### src/rtl/embedding_dual_if.sv
// Bundle of signals between the embedding lookup, its controller and the
// two weight_store read ports.
interface embedding_dual_if #(
  parameter int DIM    = 128,
  parameter int ID_W   = 8,
  parameter int ADDR_W = 16
);
  localparam int IDX_W = $clog2(DIM);

  logic                start_i;
  logic [ID_W-1:0]     token_id_i;
  logic [ID_W-1:0]     position_i;
  logic                mode_i;
  logic [5:0]          wa_sel_o;
  logic [ADDR_W-1:0]   wa_addr_o;
  logic [7:0]          wa_data_i;
  logic [5:0]          wb_sel_o;
  logic [ADDR_W-1:0]   wb_addr_o;
  logic [7:0]          wb_data_i;
  logic [DIM*8-1:0]    embed_o;
  logic                elem_valid_o;
  logic [IDX_W-1:0]    elem_idx_o;
  logic [7:0]          elem_data_o;
  logic                busy_o;
  logic                done_o;
  logic                range_err_o;

  // Controller / memory side: drives requests and read data.
  modport master (
    output start_i, token_id_i, position_i, mode_i, wa_data_i, wb_data_i,
    input  wa_sel_o, wa_addr_o, wb_sel_o, wb_addr_o, embed_o, elem_valid_o,
    input  elem_idx_o, elem_data_o, busy_o, done_o, range_err_o
  );

  // Lookup engine side.
  modport slave (
    input  start_i, token_id_i, position_i, mode_i, wa_data_i, wb_data_i,
    output wa_sel_o, wa_addr_o, wb_sel_o, wb_addr_o, embed_o, elem_valid_o,
    output elem_idx_o, elem_data_o, busy_o, done_o, range_err_o
  );
endinterface

### src/rtl/embedding_dual.sv
// Dual-port token + position embedding lookup. Token and position rows are
// read in parallel, one element per cycle, combined (halve or saturate) and
// streamed into the DIM-element int8 result vector.
module embedding_dual #(
  parameter int DIM     = 128,
  parameter int VOCAB   = 256,
  parameter int CTX     = 256,
  parameter int ID_W    = 8,
  parameter int ADDR_W  = 16,
  parameter int TOK_SEL = 0,
  parameter int POS_SEL = 1
) (
  input logic             clk_i,
  input logic             rst_i,
  embedding_dual_if.slave bus
);
  localparam int IDX_W = $clog2(DIM);
  localparam int CNT_W = IDX_W + 1;

  typedef enum logic [1:0] {
    IDLE = 2'b00,
    READ = 2'b01
  } state_t;

  state_t            state_r;
  logic [CNT_W-1:0]  idx_r;
  logic              mode_r;

  logic              range_s;
  logic [ADDR_W-1:0] tok_base_s;
  logic [ADDR_W-1:0] pos_base_s;
  logic [IDX_W-1:0]  elem_s;
  logic [7:0]        value_s;

  // Signed 9-bit sum, then either arithmetic halve or clamp to int8.
  function automatic logic [7:0] combine(input logic [7:0] a, input logic [7:0] b,
                                         input logic sat);
    logic signed [8:0] s;
    s = $signed({a[7], a}) + $signed({b[7], b});
    if (sat) begin
      if (s > 9'sd127) begin
        return 8'h7F;
      end else if (s < -9'sd128) begin
        return 8'h80;
      end else begin
        return s[7:0];
      end
    end else begin
      return s[8:1];
    end
  endfunction

  assign range_s    = (32'(bus.token_id_i) >= 32'(VOCAB)) ||
                      (32'(bus.position_i) >= 32'(CTX));
  assign tok_base_s = ADDR_W'(bus.token_id_i) * ADDR_W'(DIM);
  assign pos_base_s = ADDR_W'(bus.position_i) * ADDR_W'(DIM);
  // Read data arriving now belongs to the address issued one step earlier.
  assign elem_s     = IDX_W'(idx_r - CNT_W'(1));
  // Out-of-range lookups never read memory, so their elements are forced to 0.
  assign value_s    = bus.range_err_o ? 8'h00 : combine(bus.wa_data_i, bus.wb_data_i, mode_r);

  // Lookup FSM: address issue, element combine/write and status outputs.
  always_ff @(posedge clk_i) begin
    if (rst_i) begin
      state_r          <= IDLE;
      idx_r            <= '0;
      mode_r           <= 1'b0;
      bus.wa_sel_o     <= 6'd0;
      bus.wb_sel_o     <= 6'd0;
      bus.wa_addr_o    <= '0;
      bus.wb_addr_o    <= '0;
      bus.embed_o      <= '0;
      bus.elem_valid_o <= 1'b0;
      bus.elem_idx_o   <= '0;
      bus.elem_data_o  <= 8'h00;
      bus.busy_o       <= 1'b0;
      bus.done_o       <= 1'b0;
      bus.range_err_o  <= 1'b0;
    end else begin
      bus.wa_sel_o     <= 6'(TOK_SEL);
      bus.wb_sel_o     <= 6'(POS_SEL);
      bus.elem_valid_o <= 1'b0;
      bus.done_o       <= 1'b0;
      case (state_r)
        IDLE: begin
          if (bus.start_i) begin
            mode_r          <= bus.mode_i;
            bus.range_err_o <= range_s;
            bus.busy_o      <= 1'b1;
            idx_r           <= '0;
            state_r         <= READ;
            bus.wa_addr_o   <= range_s ? '0 : tok_base_s;
            bus.wb_addr_o   <= range_s ? '0 : pos_base_s;
          end
        end
        READ: begin
          // Next row element; addresses stay at 0 for a range error.
          if ((idx_r < CNT_W'(DIM - 1)) && !bus.range_err_o) begin
            bus.wa_addr_o <= bus.wa_addr_o + ADDR_W'(1);
            bus.wb_addr_o <= bus.wb_addr_o + ADDR_W'(1);
          end
          if (idx_r != '0) begin
            bus.embed_o[{elem_s, 3'b000} +: 8] <= value_s;
            bus.elem_valid_o <= 1'b1;
            bus.elem_idx_o   <= elem_s;
            bus.elem_data_o  <= value_s;
          end
          if (idx_r == CNT_W'(DIM)) begin
            state_r     <= IDLE;
            bus.busy_o  <= 1'b0;
            bus.done_o  <= 1'b1;
          end else begin
            idx_r <= idx_r + CNT_W'(1);
          end
        end
        default: begin
          state_r    <= IDLE;
          idx_r      <= '0;
          bus.busy_o <= 1'b0;
        end
      endcase
    end
  end
endmodule

### src/flat_wrapper.sv
// flat-port wrapper written by rule: the top's interface ports become plain ports
module embedding_dual_flat 
#(
  parameter int DIM     = 128,
  parameter int VOCAB   = 256,
  parameter int CTX     = 256,
  parameter int ID_W    = 8,
  parameter int ADDR_W  = 16,
  parameter int TOK_SEL = 0,
  parameter int POS_SEL = 1
)
  (clk_i, rst_i, bus_start_i, bus_token_id_i, bus_position_i, bus_mode_i, bus_wa_data_i, bus_wb_data_i, bus_wa_sel_o, bus_wa_addr_o, bus_wb_sel_o, bus_wb_addr_o, bus_embed_o, bus_elem_valid_o, bus_elem_idx_o, bus_elem_data_o, bus_busy_o, bus_done_o, bus_range_err_o);
  embedding_dual_if #(.DIM(DIM), .ID_W(ID_W), .ADDR_W(ADDR_W)) bus_i ();
  input logic clk_i;
  input logic rst_i;
  input wire logic [$bits(bus_i.start_i)-1:0] bus_start_i;
  input wire logic [$bits(bus_i.token_id_i)-1:0] bus_token_id_i;
  input wire logic [$bits(bus_i.position_i)-1:0] bus_position_i;
  input wire logic [$bits(bus_i.mode_i)-1:0] bus_mode_i;
  input wire logic [$bits(bus_i.wa_data_i)-1:0] bus_wa_data_i;
  input wire logic [$bits(bus_i.wb_data_i)-1:0] bus_wb_data_i;
  output wire logic [$bits(bus_i.wa_sel_o)-1:0] bus_wa_sel_o;
  output wire logic [$bits(bus_i.wa_addr_o)-1:0] bus_wa_addr_o;
  output wire logic [$bits(bus_i.wb_sel_o)-1:0] bus_wb_sel_o;
  output wire logic [$bits(bus_i.wb_addr_o)-1:0] bus_wb_addr_o;
  output wire logic [$bits(bus_i.embed_o)-1:0] bus_embed_o;
  output wire logic [$bits(bus_i.elem_valid_o)-1:0] bus_elem_valid_o;
  output wire logic [$bits(bus_i.elem_idx_o)-1:0] bus_elem_idx_o;
  output wire logic [$bits(bus_i.elem_data_o)-1:0] bus_elem_data_o;
  output wire logic [$bits(bus_i.busy_o)-1:0] bus_busy_o;
  output wire logic [$bits(bus_i.done_o)-1:0] bus_done_o;
  output wire logic [$bits(bus_i.range_err_o)-1:0] bus_range_err_o;
  assign bus_i.start_i = bus_start_i;
  assign bus_i.token_id_i = bus_token_id_i;
  assign bus_i.position_i = bus_position_i;
  assign bus_i.mode_i = bus_mode_i;
  assign bus_i.wa_data_i = bus_wa_data_i;
  assign bus_i.wb_data_i = bus_wb_data_i;
  assign bus_wa_sel_o = bus_i.wa_sel_o;
  assign bus_wa_addr_o = bus_i.wa_addr_o;
  assign bus_wb_sel_o = bus_i.wb_sel_o;
  assign bus_wb_addr_o = bus_i.wb_addr_o;
  assign bus_embed_o = bus_i.embed_o;
  assign bus_elem_valid_o = bus_i.elem_valid_o;
  assign bus_elem_idx_o = bus_i.elem_idx_o;
  assign bus_elem_data_o = bus_i.elem_data_o;
  assign bus_busy_o = bus_i.busy_o;
  assign bus_done_o = bus_i.done_o;
  assign bus_range_err_o = bus_i.range_err_o;
  embedding_dual #(.DIM(DIM), .VOCAB(VOCAB), .CTX(CTX), .ID_W(ID_W), .ADDR_W(ADDR_W), .TOK_SEL(TOK_SEL), .POS_SEL(POS_SEL)) u_core (.clk_i(clk_i), .rst_i(rst_i), .bus(bus_i));
endmodule
### config.mk
export PLATFORM = sky130hd
export DESIGN_NAME = embedding_dual_flat
export DESIGN_NICKNAME = d
export VERILOG_FILES = /design/src/rtl/embedding_dual_if.sv /design/src/rtl/embedding_dual.sv /design/src/flat_wrapper.sv
export SDC_FILE = /design/constraint.sdc
export NUM_CORES = 2
export LEC_CHECK = 0
export ABC_AREA = 1
export ABC_CLOCK_PERIOD_IN_PS = 4600
export CORE_AREA = 2 2 437 439
export CTS_CLUSTER_SIZE = 10
export DETAILED_ROUTE_END_ITERATION = 6
export DIE_AREA = 0 0 439 441
export GPL_ROUTABILITY_DRIVEN = 1
export HOLD_SLACK_MARGIN = 0.06
export PLACE_DENSITY_LB_ADDON = 0.3
export SYNTH_ARGS = -nofsm -noshare
export SYNTH_HDL_FRONTEND = slang
export SYNTH_SLANG_ARGS = --single-unit
### constraint.sdc
create_clock -name clk_i -period 4.6 [get_ports clk_i]
set_clock_uncertainty 0.05 [all_clocks]
set_input_delay 0.92 -clock clk_i [delete_from_list [all_inputs] [get_ports clk_i]]
set_output_delay 0.92 -clock clk_i [all_outputs]
set_load 0.005 [all_outputs]
# After elaboration in Yosys (flattened, before gate mapping)
# Cells that the tools add are included.
classes:
  n_addsub: 6
  mul: 0
  div_mod_pow: 0
  magnitude_cmp: 3
  n_eq_ne: 6
  n_shift: 2
  muxes: 22
  n_bitwise: 1
  n_reduce_logical: 9
ops:
  columns: ["operator", "n"]
  rows:
  - ["$bwmux W1024", 1]
  - ["$shift A8 B12 Y1024 const A", 1]
  - ["$shiftx A8 B12 Y1024", 1]
  - ["$mux W16", 4]
  - ["$pmux W16 S2", 2]
  - ["$mux W8", 5]
  - ["$add A16 B1 Y16 const B", 2]
  - ["$pmux W8 S2", 1]
  - ["$neg A10 Y12", 1]
  - ["$add A8 B8 Y9", 1]
  - ["$gt A9 B8 Y1 const B", 1]
  - ["$lt A9 B8 Y1 const B", 1]
  - ["$add A8 B1 Y8 const B", 1]
  - ["$eq A8 B8 Y1 const B", 1]
  - ["$lt A8 B7 Y1 const B", 1]
  - ["$reduce_and A2 Y1", 4]
  - ["$reduce_bool A8 Y1", 1]
  - ["$sub A7 B1 Y7 const B", 1]
  - ["$mux W1", 5]
  - ["$mux W2", 2]
  - ["$ne A2 B1 Y1 const B", 2]
  - ["$ne A2 B2 Y1 const B", 2]
  - ["$pmux W2 S2", 1]
  - ["$reduce_and A3 Y1", 1]
  - ["other kinds (6)", 6]
totals:
  ff_bits: 1086
  latch_bits: 0
  ramBits: 0
  romBits: 0
  inputBits: 36
  out_inout_bits: 1087
  memories: 0

# Depth between registers and ports, before layout
logic_depth:
  ltp_word: 7
  ltp_mapped: 19

# Worst setup path before layout
# No wires, ideal clock.
synth_path:
  kind: "input -> register"
  start: "in bus_wb_data_i[0]"
  end: "reg u_core.bus.embed_o[706]"
  setup_ns: 0.143
  arrival_ns: 2.892
  t_required_ns: 4.407
  slack_ns: 1.515
  stages: 11
  n_path_buf: 1
  cell_sequence: "ha_1 -> fa_1 -> nand2_1 -> nand2_1 -> nand4_1 -> a21oi_1 -> a21oi_1 -> nand2_1 -> nand2_1 -> clkbuf_1 -> a211oi_1"
synth_between:
  elab_chain_len: 7
  elab_cells_between_ends: 8
  classes_between: "1 x add/sub; 2 x order compare; 1 x shift; 4 x mux"
synth_rtl:
  columns: ["item", "line_no", "text"]
  rows:
  - ["start: declaration", "flat_wrapper.sv:21", "input wire logic [$bits(bus_i.wb_data_i)-1:0] bus_wb_data_i;"]
  - ["$add A8 B8 Y9 (*)", "embedding_dual.sv:39", "s = $signed({a[7], a}) + $signed({b[7], b});"]
  - ["$lt A9 B8 Y1", "embedding_dual.sv:43", "end else if (s < -9'sd128) begin"]
  - ["$mux W8", "embedding_dual.sv:43", null]
  - ["$mux W8", "embedding_dual.sv:41", "if (s > 9'sd127) begin"]
  - ["$mux W8 (*)", "embedding_dual.sv:40", "if (sat) begin"]
  - ["$shiftx A8 B12 Y1024 (*)", "embedding_dual.sv:103", "bus.embed_o[{elem_s, 3'b000} +: 8] <= value_s;"]
  - ["$bwmux W1024 (*)", "embedding_dual.sv:103", null]
  - ["end signal: indexed assignment", "embedding_dual.sv:103", null]
  - ["end: declaration", "embedding_dual_if.sv:38", "output wa_sel_o, wa_addr_o, wb_sel_o, wb_addr_o, embed_o, elem_valid_o,"]
# Every way passes the cells marked *; elsewhere a longest branch is shown, timed or not.
# A chain may end at the register's enable or synchronous reset.

# Worst setup path after layout
layout_path:
  start: "reg u_core.idx_r[0]"
  end: "reg u_core.bus.embed_o[630]"
layout_between:
  elab_chain_len: 4
  elab_cells_between_ends: 7
  classes_between: "2 x add/sub; 2 x shift; 1 x mux; 2 x reduce/logical"
layout_rtl:
  columns: ["item", "line_no", "text"]
  rows:
  - ["start: declaration", "embedding_dual.sv:26", "logic [CNT_W-1:0] idx_r;"]
  - ["start signal: assignment", "embedding_dual.sv:113", "idx_r <= idx_r + CNT_W'(1);"]
  - ["$sub A7 B1 Y7 (*)", "embedding_dual.sv:58", "assign elem_s = IDX_W'(idx_r - CNT_W'(1));"]
  - ["named net u_core.elem_s[0]", "embedding_dual.sv:32", "logic [IDX_W-1:0] elem_s;"]
  - ["$neg A10 Y12 (*)", "embedding_dual.sv:103", null]
  - ["$shiftx A8 B12 Y1024 or $shift A8 B12 Y1024 (tied branches)", "embedding_dual.sv:103", null]
  - ["$bwmux W1024 (*)", "embedding_dual.sv:103", null]
# The timed path passes the listed nets; every way through them passes the cells marked *.

==> report_table.html <==
<table>
<tr><th>Metric</th><th>Value</th></tr>
<tr><th colspan="2">Status</th></tr>
<tr><td>Status</td><td>finished clean</td></tr>
<tr><th colspan="2">Final layout</th></tr>
<tr><td>Layout net count</td><td>between 5000 and 6000</td></tr>
<tr><td>Area growth, synth to finish</td><td>45.2%</td></tr>
<tr><td>Share of cells above drive strength 1</td><td>a little under a tenth</td></tr>
<tr><td>Final cell count without fillers</td><td>8064</td></tr>
<tr><th colspan="2">Timing</th></tr>
<tr><td>Count of final setup violators</td><td>0</td></tr>
<tr><td>Unrepaired setup endpoints after global routing</td><td>false</td></tr>
<tr><td>Minimum clock period after layout</td><td>4.24 ns</td></tr>
<tr><td>Slew Limit Headroom</td><td>about a fifth</td></tr>
<tr><td>Max-slew violation total from the final report</td><td>0</td></tr>
<tr><td>Post-Route Hold Slack</td><td>0.407 ns</td></tr>
<tr><td>Final period utilization</td><td>92.1%</td></tr>
<tr><td>Final hold vios</td><td>0</td></tr>
<tr><td>Slew at the pin with the worst max-slew slack</td><td>approximately 1.2 ns</td></tr>
<tr><td>Summed negative setup slack over all endpoints</td><td>0 ns</td></tr>
<tr><td>Highest attainable clock frequency</td><td>236 MHz</td></tr>
<tr><th colspan="2">Clocking</th></tr>
<tr><td>Root buffer cell</td><td>sky130_fd_sc_hd__clkbuf_16</td></tr>
<tr><td>Clock tree from TritonCTS</td><td>built</td></tr>
<tr><td>Number of clock sinks seen by CTS</td><td>around 1100</td></tr>
<tr><td>Clock transition at the register clock pins on the worst setup and hold paths after CTS</td><td>0.05 ns</td></tr>
<tr><td>Hold-fix buffers at CTS</td><td>0</td></tr>
<tr><td>Number of buffers added for setup after CTS</td><td>0</td></tr>
<tr><td>Number of CTS-inserted buffers</td><td>~130</td></tr>
<tr><td>Max H-tree Level</td><td>4</td></tr>
<tr><td>Clock Path Buffers</td><td>3</td></tr>
<tr><td>Clock insertion delay at the later pin of the skew report</td><td>between 0.8 and 0.9 ns</td></tr>
<tr><td>Cells resized by post-CTS repair</td><td>0</td></tr>
<tr><th colspan="2">Pwr</th></tr>
<tr><td>Power after layout</td><td>between 20000 and 25000 µW</td></tr>
<tr><td>Power density cells</td><td>~370 mW/mm²</td></tr>
<tr><td>Leakage power</td><td>just over 0.02 µW</td></tr>
<tr><td>Worst ir drop on vdd</td><td>between 0.2 and 0.3 mV</td></tr>
<tr><th colspan="2">Yosys</th></tr>
<tr><td>Cell area after technology mapping</td><td>a little under 0.04 mm²</td></tr>
<tr><td>Biggest area consumer among synthesized cells</td><td>sky130_fd_sc_hd__dfxtp_1</td></tr>
<tr><td>Proportion of synthesized chip area in sequential cells</td><td>between 50% and 60%</td></tr>
<tr><td>Leading cell type by number of instances after synthesis</td><td>sky130_fd_sc_hd__dfxtp_1</td></tr>
<tr><td>Distinct cell type count of the synthesized netlist</td><td>between 50 and 60</td></tr>
<tr><td>Area share of the largest cell type after synthesis</td><td>55.1%</td></tr>
<tr><td>Synthesized instance count</td><td>between 4000 and 5000</td></tr>
<tr><td>Number of synthesized register bits</td><td>roughly 1100</td></tr>
<tr><td>Most frequently used flop master after synthesis</td><td>sky130_fd_sc_hd__dfxtp_1</td></tr>
<tr><td>Async set-reset flop share out of synthesis</td><td>0%</td></tr>
<tr><td>Mean post-synth cell area</td><td>a little under 9 µm²</td></tr>
<tr><td>Most instantiated cells after synthesis</td><td>sky130_fd_sc_hd__dfxtp_1, sky130_fd_sc_hd__a21oi_1, sky130_fd_sc_hd__o21ai_0, sky130_fd_sc_hd__nand2_1, sky130_fd_sc_hd__nor2_1</td></tr>
<tr><td>Main area contributors after synthesis</td><td>sky130_fd_sc_hd__dfxtp_1, sky130_fd_sc_hd__a21oi_1, sky130_fd_sc_hd__o21ai_0</td></tr>
<tr><td>Count of warnings emitted by yosys</td><td>0</td></tr>
<tr><td>Number of enable-type register cells in the synthesized netlist</td><td>0</td></tr>
<tr><th colspan="2">Floorplan</th></tr>
<tr><td>Starting density of the core</td><td>about a fifth</td></tr>
<tr><td>Floorplan die height</td><td>approximately 440 µm</td></tr>
<tr><td>Number of cell rows</td><td>160</td></tr>
<tr><td>Area of the die</td><td>around 0.19 mm²</td></tr>
<tr><td>Die outline width</td><td>around 440 µm</td></tr>
<tr><td>Std-Cell Core Area</td><td>roughly 0.19 mm²</td></tr>
<tr><td>Ports placed on the boundary</td><td>between 1000 and 1500</td></tr>
<tr><th colspan="2">Routing</th></tr>
<tr><td>DRC violation count after routing</td><td>0</td></tr>
<tr><td>Number of DRC markers in iteration 0</td><td>approximately 3300</td></tr>
<tr><td>Number of vias after detailed routing</td><td>between 30000 and 40000</td></tr>
<tr><td>Length of the first detailed-routing pass in iterations</td><td>6</td></tr>
<tr><td>Routed via count divided by cell count</td><td>4.74</td></tr>
<tr><td>Routed len/inst</td><td>27.1 µm</td></tr>
<tr><td>Residual antenna-violating net count after detailed routing</td><td>0</td></tr>
<tr><td>Final WL</td><td>approximately 220000 µm</td></tr>
<tr><th colspan="2">Global route</th></tr>
<tr><td>Number of global-route vias before repair</td><td>roughly 36000</td></tr>
<tr><td>Initial antenna violation count</td><td>12</td></tr>
<tr><td>Overall Global Routing Usage</td><td>around 22%</td></tr>
<tr><td>Maximum number of pins on one net before global-route repair</td><td>approximately 140</td></tr>
<tr><td>Total overflow reported by the global router</td><td>0</td></tr>
<tr><td>First-pass GRT wire length</td><td>approximately 300000 µm</td></tr>
<tr><th colspan="2">Critical path</th></tr>
<tr><td>Arr. time, crit path</td><td>4.90 ns</td></tr>
<tr><td>Kind of start point of the critical path</td><td>flip-flop</td></tr>
<tr><td>Highest net fanout along the worst path</td><td>8</td></tr>
<tr><td>Setup CP Type</td><td>flip-flop to flip-flop</td></tr>
<tr><td>Category of the worst setup path capture point</td><td>flip-flop</td></tr>
<tr><td>Critical path data required time</td><td>around 5.3 ns</td></tr>
<tr><th colspan="2">Placed design</th></tr>
<tr><td>Count of buffers inserted at the top-level ports</td><td>1110</td></tr>
<tr><td>Final weighted congestion of routability-driven global placement</td><td>between 0.9 and 1</td></tr>
<tr><td>Placed cells</td><td>7890</td></tr>
<tr><td>Post-DP HPWL</td><td>164000 µm</td></tr>
<tr><th colspan="2">Hold path</th></tr>
<tr><td>Worst hold path class</td><td>flip-flop to flip-flop</td></tr>
<tr><th colspan="2">Run</th></tr>
<tr><td># Max-Cap Violations</td><td>0</td></tr>
</table>
## cell usage in the layout (no fill, tap or decap), drive strengths merged, types with 5 or more instances in the layout
| master | count |
|---|---|
| conb | 12 |
| a21oi | 993 |
| o21ai | 981 |
| nand4 | 121 |
| clkdlybuf4s50 | 1109 |
| xnor2 | 5 |
| a31oi | 6 |
| ha | 16 |
| nor2 | 327 |
| a211oi | 88 |
| nand3 | 133 |
| xor2 | 12 |
| clkbuf | 153 |
| nand2 | 228 |
| or2 | 6 |
| clkinv | 10 |
| nor3 | 12 |
| dfxtp | 1084 |
| inv | 97 |
| buf | 135 |
## metrics by stage
step / setup WS [ns] / cell area, µm² / util, %
after global routing: 0.111 / 57200 / 30.2
after detailed placement: -0.175 / 53500 / 28.3
after floorplan: 1.52 / 39400 / -
final: 0.362 / 57200 / 30.2
after global placement: -0.0960 / 53500 / 28.3
after CTS: 0.281 / 57200 / 30.2
## power by group
group	internal, µW	switching (µW)
sequential	9430	38.7
clock	5460	4150
combinational	482	1620
## routing by layer
metal  vias to the layer above  wire, µm  global-route usage [%]
met3                       358     14900                    5.28
met4                         0     10800                    10.3
met1                     18500     87100                    25.6
li1                      17900         -                       -
met2                      1488    106000                    36.4
met5                         -         0                       0
## worst paths after layout
check / startpoint / endpoint / slack, ns / cells past startpoint
worst max-delay path: u_core.idx_r[0] / u_core.bus.embed_o[630] / 0.36 / 10
worst min-delay path: u_core.bus.embed_o[7] / u_core.bus.embed_o[7] / 0.41 / 2
worst max register to register: u_core.idx_r[0] / u_core.bus.embed_o[630] / 0.36 / 10
worst min register to register: u_core.bus.embed_o[7] / u_core.bus.embed_o[7] / 0.41 / 2
## logic make-up (layout without fill, tap and decap cells)
group                      Yosys count  after routing  synth area share, %
AOI/OAI and AO/OA                 2081           2081                 27.3
xor gates and xnor gates            17             17                0.464
adders and majority gates           17             17                0.559
buffers and inverters              467           1509                 5.51
DFF                               1084           1084                 55.1
other                                1             13              0.00952
and+or+nand+nor                    832            832                 11.1
## cell type report
type,count,area [µm²]
diodes,1,2.50
clock buffers,153,3460
clock inverters,20,274
fillers,19800,132000
inverters,92,368
multi-input cells,2959,15800
flip-flops and latches,1084,21700
well taps,2511,3140
repair buffers,1244,12500
## critical path, cell delays in order, from the launching register on
cell and delay [ns]:
sky130_fd_sc_hd__dfxtp_1 0.31, sky130_fd_sc_hd__inv_1 0.34, sky130_fd_sc_hd__ha_1 0.35, sky130_fd_sc_hd__nand3_1 0.15
sky130_fd_sc_hd__xor2_2 0.34, sky130_fd_sc_hd__nor2_4 0.13, sky130_fd_sc_hd__nor3_2 0.52, sky130_fd_sc_hd__nand3_1 0.41
sky130_fd_sc_hd__nor2_1 0.93, sky130_fd_sc_hd__nand3_1 0.38, sky130_fd_sc_hd__a21oi_1 0.24
## registers in the layout, summed over array words and instances (netlist names)
name / flops
u_core.bus.wa_addr_o: 16
u_core.bus.elem_idx_o: 7
u_core.bus.wb_addr_o: 16
u_core.bus.done_o: 1
u_core.idx_r: 8
u_core.bus.embed_o: 1024
u_core.bus.busy_o: 1
u_core.bus.elem_data_o: 8
u_core.mode_r: 1
u_core.bus.elem_valid_o: 1
u_core.bus.wb_sel_o: 1
No activity file was read; power rests on OpenSTA's default activity.
